==> src/rtl/pwm_capture.sv <==
// pwm_capture: measures high time and rise-to-rise period of a PWM input,
// with stuck-line detection when no rising edge arrives in time.
module pwm_capture #(
  parameter int CNT_W   = 11,
  parameter int TIMEOUT = 4095
) (
  input  logic             clk,
  input  logic             rst_n,
  input  logic             pwm_in,
  output logic [CNT_W:0]   duty,
  output logic [CNT_W:0]   period,
  output logic             vld,
  output logic             stuck,
  output logic             stuck_lvl
);

  localparam int W = CNT_W + 1;
  localparam logic [W-1:0] TO  = W'(TIMEOUT);
  localparam logic [W-1:0] ONE = W'(1);
  localparam logic [W-1:0] TWO = W'(2);

  typedef enum logic [1:0] {
    IDLE,
    ARM,
    MEAS,
    STUCK
  } state_t;

  state_t         state, state_nxt;
  logic           s1, s2, s3;
  logic           lvl, rise, to_hit;
  logic [W-1:0]   per_cnt, per_nxt, per_inc;
  logic [W-1:0]   high_cnt, high_nxt;
  logic [W-1:0]   duty_nxt, period_nxt;
  logic           vld_nxt, stuck_nxt, stuck_lvl_nxt;

  always_ff @(posedge clk or negedge rst_n) begin
    if (!rst_n) begin
      s1 <= 1'b0;
      s2 <= 1'b0;
      s3 <= 1'b0;
    end else begin
      s1 <= pwm_in;
      s2 <= s1;
      s3 <= s2;
    end
  end

  assign lvl     = s2;
  assign rise    = s2 & ~s3;
  assign to_hit  = (per_cnt == TO);
  assign per_inc = to_hit ? per_cnt : per_cnt + ONE;

  always_comb begin
    state_nxt     = state;
    per_nxt       = per_inc;
    high_nxt      = high_cnt;
    duty_nxt      = duty;
    period_nxt    = period;
    vld_nxt       = 1'b0;
    stuck_nxt     = stuck;
    stuck_lvl_nxt = stuck_lvl;
    unique case (state)
      IDLE: begin
        // lvl carries reset zeros until the synchronizer has filled
        if (to_hit) begin
          state_nxt     = STUCK;
          stuck_nxt     = 1'b1;
          stuck_lvl_nxt = lvl;
        end else if (!lvl && per_cnt >= TWO) begin
          state_nxt = ARM;
        end
      end
      ARM: begin
        if (rise) begin
          state_nxt = MEAS;
          per_nxt   = ONE;
          high_nxt  = ONE;
        end else if (to_hit) begin
          state_nxt     = STUCK;
          stuck_nxt     = 1'b1;
          stuck_lvl_nxt = lvl;
        end
      end
      MEAS: begin
        if (rise) begin
          duty_nxt   = high_cnt;
          period_nxt = per_cnt;
          vld_nxt    = 1'b1;
          per_nxt    = ONE;
          high_nxt   = ONE;
        end else if (to_hit) begin
          state_nxt     = STUCK;
          stuck_nxt     = 1'b1;
          stuck_lvl_nxt = lvl;
        end else begin
          high_nxt = high_cnt + W'(lvl);
        end
      end
      STUCK: begin
        stuck_lvl_nxt = lvl;
        if (rise) begin
          state_nxt = MEAS;
          stuck_nxt = 1'b0;
          per_nxt   = ONE;
          high_nxt  = ONE;
        end
      end
      default: state_nxt = IDLE;
    endcase
  end

  always_ff @(posedge clk or negedge rst_n) begin
    if (!rst_n) begin
      state     <= IDLE;
      per_cnt   <= '0;
      high_cnt  <= '0;
      duty      <= '0;
      period    <= '0;
      vld       <= 1'b0;
      stuck     <= 1'b0;
      stuck_lvl <= 1'b0;
    end else begin
      state     <= state_nxt;
      per_cnt   <= per_nxt;
      high_cnt  <= high_nxt;
      duty      <= duty_nxt;
      period    <= period_nxt;
      vld       <= vld_nxt;
      stuck     <= stuck_nxt;
      stuck_lvl <= stuck_lvl_nxt;
    end
  end

endmodule
==> config.mk <==
export PLATFORM = sky130hd
export DESIGN_NAME = pwm_capture
export DESIGN_NICKNAME = d
export VERILOG_FILES = /design/src/rtl/pwm_capture.sv
export SDC_FILE = /design/constraint.sdc
export NUM_CORES = 1
export LEC_CHECK = 0
export CAP_MARGIN = 20
export CORE_UTILIZATION = 60
export CTS_CLUSTER_DIAMETER = 80
export CTS_CLUSTER_SIZE = 12
export DETAILED_ROUTE_END_ITERATION = 7
export PLACE_DENSITY = 0.82
export SETUP_SLACK_MARGIN = 0.2
export SYNTH_ARGS = -nofsm -noshare
export SYNTH_HDL_FRONTEND = slang
export SYNTH_SLANG_ARGS = --single-unit
==> constraint.sdc <==
create_clock -name clk -period 4.4 [get_ports clk]
set_clock_uncertainty 0.15 [all_clocks]
set_input_delay 0.88 -clock clk [delete_from_list [all_inputs] [get_ports clk]]
set_output_delay 0.88 -clock clk [all_outputs]
set_load 0.05 [all_outputs]
* Word level (Yosys, flattened, before mapping)
Cells that the tools add are included.
Storage, ports and cells: bits in registers 56, output and inout port bits 27
Cells by class: bitwise logic cells 2, multiplexer cells 23, order comparisons 1, reduce and logical (&&, ||, !) cells 11, add/sub/neg operators 2, equality and inequality tests 10
Operators with widths (count):
- 12-bit 2-to-1 mux | 6
- 12-bit case mux with 2 select lines | 1
- 12-bit by 1-bit adder with 12-bit output | 1
- 12-bit by 1-bit adder with 12-bit output, second input constant | 1
- 12-bit == test, second input constant | 1
- 12-bit by 2-bit >= comparator with 1-bit output, second input constant | 1
- 2-bit 2-to-1 mux | 6
- 2-bit case mux with 4 select lines | 1
- 1-bit 2-to-1 mux | 7
- 2-bit inequality test, second input constant | 3
- 3-bit inequality test, second input constant | 2
- 1-bit case mux with 3 select lines | 2
- 3-bit AND reduction | 2
- 2-bit == test, second input constant | 2
- 2-bit AND reduction | 2
- 2-bit OR reduction | 2
- 3-bit OR reduction | 1
- 2-bit by 1-bit == test with 1-bit output, second input constant | 1
- 2-bit zero test | 1
- 2-bit by 1-bit inequality test with 1-bit output, second input constant | 1
- 2-bit nonzero test | 1
- 1-bit AND | 1
- 1-bit logical AND | 1
- 1-bit zero test | 1
- 1-bit inverter | 1

* Longest topological paths before layout
Gate-level depths: netlist (run 1).
word-level depth 5, gate-level depth with buffers 8

* Least setup slack after synthesis (run 1)
OpenSTA, ideal clock, no wires.
path kind register -> register, from reg state[1], to reg high_cnt[5], clock period less this slack 1.964 ns, arrival time 1.735 ns, setup time 0.078 ns, cell stages (with the launch flop) 8, setup slack 2.436 ns, buffers on the path 1, path through dfrtp_1 inv_1 ha_1 clkbuf_1 nor3_4 o41ai_4 or4_1 a21oi_1
Between the ends: word-level cells in the longest chain between the ends 4, elaborated cells on any way between the ends 9, those cells by class 5 x eq/ne; 1 x mux; 3 x reduce/logical
RTL lines:
- from (decl) | RTL line 29 | state_t state, state_nxt;
- from (signal assigned) | RTL line 124 | state <= state_nxt;
- 2-bit == test / 2-bit by 1-bit == test with 1-bit output (equally long branches) | RTL line 63 | unique case (state)
- 2-bit OR reduction (no source line)
- 2-bit by 1-bit inequality test with 1-bit output (no source line) / 2-bit nonzero test (equally long branches)
- 3-bit AND reduction (no source line)
- to (signal assigned) | RTL line 126 | high_cnt <= high_nxt;
- to (decl) | RTL line 33 | logic [W-1:0] high_cnt, high_nxt;
Parallel ways exist; a longest one is shown, timed or not. A chain may end at the register's enable or synchronous reset.

* Final worst setup path (run 1)
from reg duty[3], to out duty[3]
RTL lines:
- from (decl) | RTL line 10 | output logic [CNT_W:0] duty,
- from (signal assigned) | RTL line 127 | duty <= duty_nxt;
No word-level cell between the ends.

==> implementation parameters, run 1 <==
Parameter                              Value

Critical path
  Kind of launch point of the worst setup path    flip-flop
  Slowest Stage Delay on Critical Path    0.81 ns
  Critical path buffers and inverters    1
  Crit path max fanout    2
  Crit Reg-Reg Startpoint    state[0]
  Flop-to-flop setup slack    2.08 ns
  Crit-path slowest cell    sky130_fd_sc_hd__clkdlybuf4s50_1
  Crit path required time    3.37 ns
  Worst flop-to-flop path endpoint    high_cnt[3]
  Worst path cell trace    clkdlybuf4s50_1
  Worst setup path class    flip-flop to primary output
  Family of cells with the greatest summed delay on the critical path    buffers and inverters
  Worst EP arrival    1.48 ns
  Type of destination of the critical path    primary output
  Reg2reg path depth    6

Final layout
  Signed area change from the synthesized netlist to the final layout    16.0%
  Proportion of layout cells with a drive suffix above 1    0.0649
  Post-layout net count    319
  Core utilization of the finished layout    0.723
  Most frequent cells in the layout    sky130_fd_sc_hd__nand2_1, sky130_fd_sc_hd__dfrtp_1, sky130_fd_sc_hd__clkdlybuf4s50_1
  Commonest non-fill, non-tap cell in the layout    sky130_fd_sc_hd__nand2_1
  Count of inserted antenna diode cells    0

Clock tree
  Quantity of hold-fixing buffers added after cts    0
  Post-CTS setup buffer count    0
  CTS H-tree lvls    2
  CTS max path bufs    2
  Clock sink total    56
  Number of buffers added by the clock tree synthesis step    5
  Clock-pin slew on the worst setup and hold paths    0.09 ns
  Clk root buf    sky130_fd_sc_hd__clkbuf_8
  Number of instances resized during post-cts repair    0
  Clock insertion delay at the later pin of the skew report    0.30 ns
  Clock tree from TritonCTS    built

Yosys
  Most used flip-flop cell after synthesis    sky130_fd_sc_hd__dfrtp_1
  Synthesized Nets    290
  Area fraction of the dominant cell type after synthesis    0.520
  Cell type with the highest aggregate area in the netlist    sky130_fd_sc_hd__dfrtp_1
  Mean Syn Cell Area    9.69 um^2
  Fraction of registers with async set or reset after synthesis    1.00
  Cell types occupying the most area after synthesis    sky130_fd_sc_hd__dfrtp_1, sky130_fd_sc_hd__nand2_1, sky130_fd_sc_hd__ha_1
  Portion of the post-synthesis area used by sequential elements    0.520
  Total standard cell area after synthesis    2700 um^2
  Number of warnings reported in the yosys synthesis log    0
  Number of standard cells after synthesis    278
  Count of unique library cells instantiated by Yosys    46
  Yosys reg bits    56
  Number of enable-type register cells in the synthesized netlist    0

Route
  Remaining design rule violation count    0
  Via density per instance    6.05
  Initial DRC count    142
  Overall via count from detail_route    2177
  Routed wire length    5510 um
  Number of optimization iterations in the first detailed-route pass    4
  Average detailed-routed wire length per instance    15.3 um
  Final antenna-violating net count    0

Min path
  Hold Path Depth    0
  Capture endpoint of the worst hold path    lvl
  Classification of the worst-slack hold path    flip-flop to flip-flop
  Startpoint of the most critical hold path    s1

STA
  Transition at the pin with the smallest max-transition slack    0.855 ns
  Final Cycle Share    0.571
  Max-slew violation total from the final report    0
  Final hold vios    0
  Remaining max-slew budget at the tightest pin    0.430
  Fmax    0.398 GHz
  Final setup violating endpoints    0
  Setup repair after global routing missed its margin    false
  Total Neg Setup Slack    0 ns
  Time the final worst path needs with I/O delays and setup    2.51 ns

Global routing
  Wire length of the first global-routing pass    9600 um
  Global-route usage over all layers    0.252
  Number of global-route vias before repair    2008
  Overflow left after global routing    0
  Initial antenna violation count    0
  Maximum number of pins on one net before global-route repair    40

Floorplan
  Height of the die    69.0 um
  Number of top-level pins    30
  Width of the chip    69.0 um
  Placeable core area    4320 um^2
  Overall die area    4760 um^2
  Row cnt    24
  Effective utilization at floorplan    0.623

Power and ir drop
  Power Dens Cells    532 nW/um^2
  Peak supply drop    394 uV
  Sum of internal, switching and leakage power    1.66 mW
  Total leakage power    1.44 nW

Run status
  Status    complete, no violations

Placement
  DP HPWL    3860 um
  Global placement routability congestion    0.816
  Port bufs    29

Run
  Maximum Capacitance Violations    0
-- kinds of logic (layout without fill, tap and decap cells) --
| family | count (synthesis) | count (layout) | synth area share |
|---|---|---|---|
| AOI/OAI and AO/OA | 56 | 56 | 0.142 |
| xor gates and xnor gates | 3 | 3 | 0.00975 |
| adders and majority gates | 9 | 9 | 0.0418 |
| buffers and inverters | 18 | 48 | 0.0297 |
| DFF | 56 | 56 | 0.520 |
| muxes | 3 | 3 | 0.0111 |
| and+or+nand+nor | 133 | 133 | 0.246 |
-- cell usage after synthesis, types with 2 or more instances --
cell type                   count
sky130_fd_sc_hd__ha_1           9
sky130_fd_sc_hd__or3_1          6
sky130_fd_sc_hd__inv_1          7
sky130_fd_sc_hd__a211oi_1       3
sky130_fd_sc_hd__nor3_1         2
sky130_fd_sc_hd__nor4_1         5
sky130_fd_sc_hd__o21ai_0       14
sky130_fd_sc_hd__a31oi_1        4
sky130_fd_sc_hd__nand3_1        7
sky130_fd_sc_hd__buf_2          4
sky130_fd_sc_hd__o2bb2ai_1      2
sky130_fd_sc_hd__dfrtp_1       56
sky130_fd_sc_hd__nor2_1         9
sky130_fd_sc_hd__and3_1         2
sky130_fd_sc_hd__o31ai_1        5
sky130_fd_sc_hd__and4_1         3
sky130_fd_sc_hd__o21a_1         2
sky130_fd_sc_hd__mux2i_1        3
sky130_fd_sc_hd__a21oi_1       16
sky130_fd_sc_hd__clkbuf_1       5
sky130_fd_sc_hd__or4_1          8
sky130_fd_sc_hd__nand4_1        5
sky130_fd_sc_hd__xnor2_1        2
sky130_fd_sc_hd__nand2_1       77
-- flip-flops by register name (all words and copies together) (netlist names) --
signal     count
lvl            1
s3             1
stuck_lvl      1
duty          12
vld            1
s1             1
per_cnt       12
stuck          1
high_cnt      12
period        12
state          2
-- power breakdown --
part / switching [mW] / internal (mW) / total [mW]
Clock: 0.160 / 0.169 / 0.329
Combinational: 0.403 / 0.229 / 0.632
Sequential: 0.100 / 0.602 / 0.702
-- metal layers --
layer | up-vias | share of wire | track usage
met5 | - | 0 | 0
met3 | 6 | 0.045 | 0.0409
met1 | 1063 | 0.47 | 0.366
met2 | 65 | 0.47 | 0.396
li1 | 1043 | - | -
met4 | 0 | 0.0091 | 0.0680
-- how the worst max path moves through the flow --
| stage | startpoint | end | slack, ns | cells past startpoint |
|---|---|---|---|---|
| after floorplan | state[1] | high_cnt[5] | 2.44 | 7 |
| after global placement | per_cnt[1] | state[0] | 1.95 | 5 |
| after detailed placement | per_cnt[1] | state[0] | 1.81 | 5 |
| after CTS | per_cnt[1] | state[0] | 1.77 | 5 |
| after global routing | period[8] | period[8] | 1.84 | 1 |
| final | duty[3] | duty[3] | 1.89 | 1 |
-- per-stage QoR --
step,worst slack [ns],hold WS (ns),instance area [um^2],instances
2_1_floorplan,2.44,0.181,2700,278
3_3_place_gp,1.95,0.185,3010,351
3_5_place_dp,1.81,0.191,3010,351
4_1_cts,1.77,0.212,3120,359
5_1_grt,1.84,0.215,3130,360
6_report,1.89,0.208,3130,360
-- cell type report --
class / count / area (um^2)
flip-flops and latches: 56 / 1400
inverters: 7 / 26.3
well taps: 52 / 65.1
clock buffers: 6 / 72.6
repair buffers: 33 / 313
clock inverters: 2 / 35.0
multi-input cells: 204 / 1210
fillers: 364 / 1200
Note: power is estimated with default switching activity, not from simulation.
==> run 2, diff against run 1 <==
--- a/config.mk
+++ b/config.mk
@@ -6,11 +6,11 @@
 export NUM_CORES = 1
 export LEC_CHECK = 0
 export CAP_MARGIN = 20
-export CORE_UTILIZATION = 60
+export CORE_UTILIZATION = 56
 export CTS_CLUSTER_DIAMETER = 80
 export CTS_CLUSTER_SIZE = 12
 export DETAILED_ROUTE_END_ITERATION = 7
-export PLACE_DENSITY = 0.82
+export PLACE_DENSITY = 0.77
 export SETUP_SLACK_MARGIN = 0.2
 export SYNTH_ARGS = -nofsm -noshare
 export SYNTH_HDL_FRONTEND = slang
==> constraint.sdc (replaced) <==
create_clock -name clk -period 2.6 [get_ports clk]
set_clock_uncertainty 0.15 [all_clocks]
set_input_delay 0.52 -clock clk [delete_from_list [all_inputs] [get_ports clk]]
set_output_delay 0.52 -clock clk [all_outputs]
set_load 0.05 [all_outputs]
==> run 2 against run 1 <==
  * The flow now finishes with violations (DRC)
  * Critical path depth grew 5
  * Sequential share of layout area grew 0.13 points
  * Setup slack worse by 1.5 ns
  * Clock power rose by 37%
  * Die area increased by 6.9%
  * Cell count increased by 0.28%
  * Non-clock buffer count up 2
  * Global-route usage shrank 2.3 points
  * Sequential power up 68%
  * Largest power group unchanged
  * Highest routed layer unchanged
==> implementation parameters, run 2 (synthesis gave the netlist of run 1 again) <==
Parameter                              Value

Run status
  Status    finished, violations left (was complete, no violations)
  Failing checks    DRC

STA
  Remaining max-slew budget at the tightest pin    0.554 (was 0.430)
  Final hold vios    0 (unchanged)
  Setup repair after global routing missed its margin    false (unchanged)
  Fin Hold WS    0.0149 ns (was 0.208 ns)
  Total Neg Setup Slack    0 ns (unchanged)
  Transition at the pin with the smallest max-transition slack    0.668 ns (was 0.855 ns)
  Fmax    0.455 GHz
  Final Cycle Share    0.845
  Smallest setup slack after layout    0.402 ns (was 1.89 ns)
  Max-slew violation total from the final report    0 (unchanged)
  Time the final worst path needs with I/O delays and setup    2.20 ns
  Final setup violating endpoints    0 (unchanged)

Power and ir drop
  Clk network pwr share    0.166 (was 0.198)
  Power Dens Cells    869 nW/um^2 (was 532 nW/um^2)
  Total leakage power    1.44 nW (about the same)
  Sum of internal, switching and leakage power    2.71 mW (was 1.66 mW)
  Portion of total power attributed to sequential cells    0.435 (was 0.422)
  Peak supply drop    614 uV (was 394 uV)
  Switching share of power    0.409 (was 0.399)
  Psw    1.11 mW (was 663 uW)
  Combinational cell fraction of total power    0.398 (was 0.380)
  Internal portion of total power    1.60 mW (was 1.00 mW)

Critical path
  Worst EP arrival    2.28 ns (was 1.48 ns)
  Crit-path slowest cell    sky130_fd_sc_hd__or4_1 (was sky130_fd_sc_hd__clkdlybuf4s50_1)
  Crit path max fanout    14 (was 2)
  Type of destination of the critical path    flip-flop (was primary output)
  Family of cells with the greatest summed delay on the critical path    simple AND/OR/NAND/NOR gates (was buffers and inverters)
  Worst path cell trace    ha_1, nor3_4, o41ai_4, buf_4, or4_1, a21oi_1 (was clkdlybuf4s50_1)
  Critical path buffers and inverters    1 (unchanged)
  Worst setup path class    flip-flop to flip-flop (was flip-flop to primary output)
  Slowest Stage Delay on Critical Path    0.50 ns (was 0.81 ns)
  Crit path required time    2.68 ns (was 3.37 ns)
  Kind of launch point of the worst setup path    flip-flop (unchanged)

Placement
  Post-Place Worst Slack    0.404 ns (was 1.81 ns)
  Global placement routability congestion    0.843 (was 0.816)
  Port bufs    29 (unchanged)
  DP HPWL    3830 um (was 3860 um)

Global routing
  Overflow left after global routing    0 (unchanged)
  Maximum number of pins on one net before global-route repair    24 (was 40)
  Global-route usage over all layers    0.230 (was 0.252)
  Initial antenna violation count    0 (unchanged)
  Wire length of the first global-routing pass    9130 um (was 9600 um)
  Number of global-route vias before repair    1891 (was 2008)

Final layout
  Commonest non-fill, non-tap cell in the layout    sky130_fd_sc_hd__nand2_1 (unchanged)
  Post-layout net count    321 (was 319)
  Sequential Area    1400 um^2 (unchanged)
  Signed area change from the synthesized netlist to the final layout    15.7% (was 16.0%)
  Most frequent cells in the layout    sky130_fd_sc_hd__nand2_1, sky130_fd_sc_hd__dfrtp_1, sky130_fd_sc_hd__clkdlybuf4s50_1 (unchanged)
  Area of combinational cells with multiple inputs    1210 um^2 (unchanged)
  # fillers    374 (was 364)
  Proportion of layout cells with a drive suffix above 1    0.0712 (was 0.0649)
  Count of inserted antenna diode cells    0 (unchanged)

Floorplan
  Width of the chip    71.4 um (was 69.0 um)
  Row cnt    24 (unchanged)
  Effective utilization at floorplan    0.602 (was 0.623)
  Height of the die    71.4 um (was 69.0 um)
  Placeable core area    4470 um^2 (was 4320 um^2)
  Number of top-level pins    30 (unchanged)
  Overall die area    5090 um^2 (was 4760 um^2)

Clock tree
  Number of instances resized during post-cts repair    0 (unchanged)
  Clock insertion delay at the later pin of the skew report    0.30 ns (about the same)
  Clock-pin slew on the worst setup and hold paths    0.09 ns (about the same)
  CTS H-tree lvls    2 (unchanged)
  Clock sink total    56 (unchanged)
  Clock tree from TritonCTS    built (unchanged)
  Clk root buf    sky130_fd_sc_hd__clkbuf_8 (unchanged)
  CTS max path bufs    2 (unchanged)
  Number of buffers added by the clock tree synthesis step    5 (unchanged)

Route
  Average detailed-routed wire length per instance    14.9 um (was 15.3 um)
  Remaining design rule violation count    4 (was 0)
  Final antenna-violating net count    0 (unchanged)
  Overall via count from detail_route    2120 (was 2177)
  Via density per instance    5.87 (was 6.05)
  Number of optimization iterations in the first detailed-route pass    8 (was 4)
  Routed wire length    5370 um (was 5510 um)
  Initial DRC count    102 (was 142)

Min path
  Classification of the worst-slack hold path    primary input to async pin (was flip-flop to flip-flop)

Run
  Maximum Capacitance Violations    0 (unchanged)
run 2: routing by layer:
layer | vias up | GRT usage | wire length (um)
met1 | 1010 | 0.342 | 2740
li1 | 1060 | - | -
met2 | 44 | 0.345 | 2410
met5 | - | 0 | 0
met3 | 6 | 0.0380 | 159
met4 | 0 | 0.0778 | 54
run 2: per-stage QoR:
stage / instances / area [um^2] / util
final: 361 / 3120 / 0.697
after detailed placement: 353 / 3030 / 0.677
after global routing: 361 / 3120 / 0.697
after global placement: 353 / 3030 / 0.677
after floorplan: 278 / 2700 / -
after CTS: 360 / 3110 / 0.695
run 2: power by group through the flow:
stage	Clock [mW]	Sequential, mW	Combinational [mW]
6_report	0.451	1.18	1.08
5_1_grt	0.495	1.20	1.18
4_1_cts	0.467	1.18	1.06
3_5_place_dp	0	1.19	1.06
3_3_place_gp	0	1.19	1.04
2_1_floorplan	0	1.39	0.583
run 2: path summary, 6_finish.rpt:
| check | slack (ns) | startpoint | cells past startpoint | to |
|---|---|---|---|---|
| setup / recovery | 0.40 | state[0] | 6 | high_cnt[9] |
| hold / removal | 0.01 | rst_n | 1 | period[6] |
| setup reg to reg | 0.40 | state[0] | 6 | high_cnt[9] |
| hold reg to reg | 0.21 | s1 | 0 | lvl |
| max in group asynchronous | 1.67 | rst_n | 2 | duty[4] |
| min in group clk | 0.21 | s1 | 0 | lvl |
run 2: area by class of cell:
| cell class | instances | share of cell area |
|---|---|---|
| clock buffers | 5 | 0.0221 |
| multi-input cells | 204 | 0.389 |
| inverters | 7 | 0.00843 |
| repair buffers | 35 | 0.106 |
| well taps | 52 | 0.0209 |
| clock inverters | 2 | 0.00401 |
| flip-flops and latches | 56 | 0.449 |
run 2: what timing repair did:
action                     CTS  global route
setup buffers                0             1
hold buffers                 0             0
setup endpoints to repair    0             1
==> run 3, diff against run 2 <==
--- a/config.mk
+++ b/config.mk
@@ -6,11 +6,11 @@
 export NUM_CORES = 1
 export LEC_CHECK = 0
 export CAP_MARGIN = 20
-export CORE_UTILIZATION = 56
+export CORE_UTILIZATION = 50
 export CTS_CLUSTER_DIAMETER = 80
 export CTS_CLUSTER_SIZE = 12
 export DETAILED_ROUTE_END_ITERATION = 7
-export PLACE_DENSITY = 0.77
+export PLACE_DENSITY = 0.73
 export SETUP_SLACK_MARGIN = 0.2
 export SYNTH_ARGS = -nofsm -noshare
 export SYNTH_HDL_FRONTEND = slang
==> constraint.sdc (replaced) <==
create_clock -name clk -period 1.9 [get_ports clk]
set_clock_uncertainty 0.15 [all_clocks]
set_input_delay 0.38 -clock clk [delete_from_list [all_inputs] [get_ports clk]]
set_output_delay 0.38 -clock clk [all_outputs]
set_load 0.05 [all_outputs]
==> run 3 against run 2 <==
  * The flow finishes with violations (setup timing)
  * Sequential share of layout area down 9.3 points
  * Clock-buffer cell count unchanged
  * Sequential cell count unchanged
  * Cell area up 26%
  * Cell count up 20%
  * Critical endpoint is now high_cnt[5]
  * Sequential power up 34%
  * Critical path type unchanged
  * Setup slack worse by 0.54 ns
  * Critical path depth up 1
  * Non-clock buffer count up 53
==> implementation parameters, run 3 (synthesis gave the netlist of run 1 again) <==
Parameter                              Value

Min path
  Hold Path Depth    0
  Classification of the worst-slack hold path    flip-flop to flip-flop (was primary input to async pin)

STA
  Fmax    0.491 GHz (was 0.455 GHz)
  Setup repair after global routing missed its margin    true (was false)
  Final Cycle Share    1.07 (was 0.845)
  Final hold vios    0 (unchanged)
  Transition at the pin with the smallest max-transition slack    0.536 ns (was 0.668 ns)
  Final setup violating endpoints    27 (was 0)
  Remaining max-slew budget at the tightest pin    0.639 (was 0.554)
  Smallest setup slack after layout    -0.138 ns (was 0.402 ns)
  Max-slew violation total from the final report    0 (unchanged)
  Time the final worst path needs with I/O delays and setup    2.04 ns (was 2.20 ns)

Power and ir drop
  Peak supply drop    776 uV (was 614 uV)
  Power Dens Cells    1250 nW/um^2 (was 869 nW/um^2)
  Sum of internal, switching and leakage power    4.91 mW (was 2.71 mW)
  Total leakage power    1.90 nW (was 1.44 nW)

Floorplan
  Row cnt    26 (was 24)
  Number of top-level pins    30 (unchanged)
  Width of the chip    75.4 um (was 71.4 um)
  Overall die area    5690 um^2 (was 5090 um^2)
  Placeable core area    5140 um^2 (was 4470 um^2)
  Effective utilization at floorplan    0.524 (was 0.602)
  Height of the die    75.4 um (was 71.4 um)

Critical path
  Stages on worst setup path    7 (was 6)
  Critical path buffers and inverters    2 (was 1)
  Worst EP arrival    2.13 ns (was 2.28 ns)
  Crit path required time    2.00 ns (was 2.68 ns)
  Reg2reg path depth    7 (was 6)
  Crit path max fanout    4 (was 14)
  Slowest Stage Delay on Critical Path    0.47 ns (was 0.50 ns)
  Crit-path slowest cell    sky130_fd_sc_hd__or4_4 (was sky130_fd_sc_hd__or4_1)
  Worst path cell trace    inv_4, ha_4, nor3_4, o41ai_4, buf_4, or4_4, a21oi_2 (was ha_1, nor3_4, o41ai_4, buf_4, or4_1, a21oi_1)
  Family of cells with the greatest summed delay on the critical path    simple AND/OR/NAND/NOR gates (unchanged)
  Type of destination of the critical path    flip-flop (unchanged)
  Kind of launch point of the worst setup path    flip-flop (unchanged)
  Worst setup path class    flip-flop to flip-flop (unchanged)

Route
  Overall via count from detail_route    2528 (was 2120)
  Routed wire length    7440 um (was 5370 um)
  Final antenna-violating net count    0 (unchanged)
  Number of optimization iterations in the first detailed-route pass    4 (was 8)
  Average detailed-routed wire length per instance    17.2 um (was 14.9 um)
  Remaining design rule violation count    0 (was 4)
  Via density per instance    5.85 (was 5.87)
  Initial DRC count    233 (was 102)

Global routing
  Number of global-route vias before repair    2248 (was 1891)
  Wire length of the first global-routing pass    10800 um (was 9130 um)
  Global-route usage over all layers    0.253 (was 0.230)
  Maximum number of pins on one net before global-route repair    57 (was 24)
  Initial antenna violation count    0 (unchanged)
  Overflow left after global routing    0 (unchanged)

Final layout
  Most frequent cells in the layout    sky130_fd_sc_hd__nand2_1, sky130_fd_sc_hd__buf_4, sky130_fd_sc_hd__dfrtp_1 (was sky130_fd_sc_hd__nand2_1, sky130_fd_sc_hd__dfrtp_1, sky130_fd_sc_hd__clkdlybuf4s50_1)
  Core utilization of the finished layout    0.766 (was 0.697)
  Commonest non-fill, non-tap cell in the layout    sky130_fd_sc_hd__nand2_1 (unchanged)
  Sequential Area    1400 um^2 (about the same)
  Post-layout net count    374 (was 321)
  Count of inserted antenna diode cells    0 (unchanged)
  Signed area change from the synthesized netlist to the final layout    46.1% (was 15.7%)
  # fillers    343 (was 374)
  Area of combinational cells with multiple inputs    1480 um^2 (was 1210 um^2)
  Proportion of layout cells with a drive suffix above 1    0.395 (was 0.0712)

Clock tree
  Clock tree from TritonCTS    built (unchanged)
  Clock-pin slew on the worst setup and hold paths    0.10 ns (was 0.09 ns)
  Clock sink total    56 (unchanged)
  CTS H-tree lvls    2 (unchanged)
  Clk root buf    sky130_fd_sc_hd__clkbuf_8 (unchanged)
  CTS max path bufs    2 (unchanged)
  Number of buffers added by the clock tree synthesis step    5 (unchanged)
  Clock insertion delay at the later pin of the skew report    0.31 ns (was 0.30 ns)

Run
  Maximum Capacitance Violations    0 (unchanged)

Placement
  Global placement routability congestion    0.861 (was 0.843)
  DP HPWL    4040 um (was 3830 um)
  Port bufs    29 (unchanged)

Run status
  Failing checks    setup timing (was DRC)
  Status    finished, violations left (unchanged)
==> run 3: cell types whose count changed in the layout (fill, tap and decap cells not counted), sizes merged <==
cell           previous run  this run
dlygate4sd3               0         1
bufbuf                    0         1
clkinv                    1         0
clkdlybuf4s50            28         1
buf                       7        84
clkinvlp                  1         0
bufinv                    0         2
clkbuf                    5         6
==> run 3: routing by layer <==
| layer | track usage | vias up | part of all wire |
|---|---|---|---|
| li1 | - | 1163 | - |
| met1 | 0.352 | 1245 | 0.41 |
| met2 | 0.415 | 103 | 0.50 |
| met3 | 0.0317 | 17 | 0.061 |
| met4 | 0.0823 | 0 | 0.024 |
| met5 | 0 | - | 0 |
==> run 3: power by group <==
group          total, mW  switching, mW  internal [mW]
clock              0.908          0.389          0.519
sequential          1.58          0.185           1.40
combinational       2.42           1.34           1.08
total               4.91           1.91           2.99
==> run 3: final cells by class <==
cell class	instances	area share
Clock inverter	2	0.0153
Timing Repair Buffer	88	0.203
Sequential cell	56	0.357
Multi-Input combinational cell	204	0.375
Clock buffer	5	0.0175
Tap cell	70	0.0222
Inverter	7	0.0105
==> run 3: what timing repair did <==
item	in CTS	in global routing
pin swaps	21	11
resized for setup	37	46
hold endpoints to repair	56	0
buffers inserted	15	4
hold buffers	1	0
gates cloned	2	2
endpoints found under the setup margin	47	51
==> run 3: through the flow <==
step           hold slack (ns)  std cells  TNS (ns)  cell area [um^2]  worst slack, ns
2_1_floorplan          -0.0656        278         0              2750          0.00486
3_3_place_gp             0.184        401    -0.113              3260          -0.0228
3_5_place_dp             0.186        401    -0.661              3260           -0.101
4_1_cts                  0.209        426    -0.434              3700           -0.101
5_1_grt                  0.212        432     -3.27              3940           -0.189
6_report                 0.210        432     -1.54              3940           -0.138
==> run 3: worst register-to-register path, cell delays in order (launching register included) <==
cell,delay [ns]
sky130_fd_sc_hd__dfrtp_2,0.45
sky130_fd_sc_hd__inv_4,0.07
sky130_fd_sc_hd__ha_4,0.17
sky130_fd_sc_hd__nor3_4,0.25
sky130_fd_sc_hd__o41ai_4,0.13
sky130_fd_sc_hd__buf_4,0.16
sky130_fd_sc_hd__or4_4,0.47
sky130_fd_sc_hd__a21oi_2,0.12
==> run 3: path summary, 6_finish.rpt <==
check	endpoint	slack, ns	startpoint
max	high_cnt[5]	-0.14	state[1]
min	lvl	0.21	s1
max reg2reg	high_cnt[5]	-0.14	state[1]
min reg2reg	lvl	0.21	s1
max in group asynchronous	state[1]	0.89	rst_n
min in group asynchronous	period[10]	0.44	rst_n
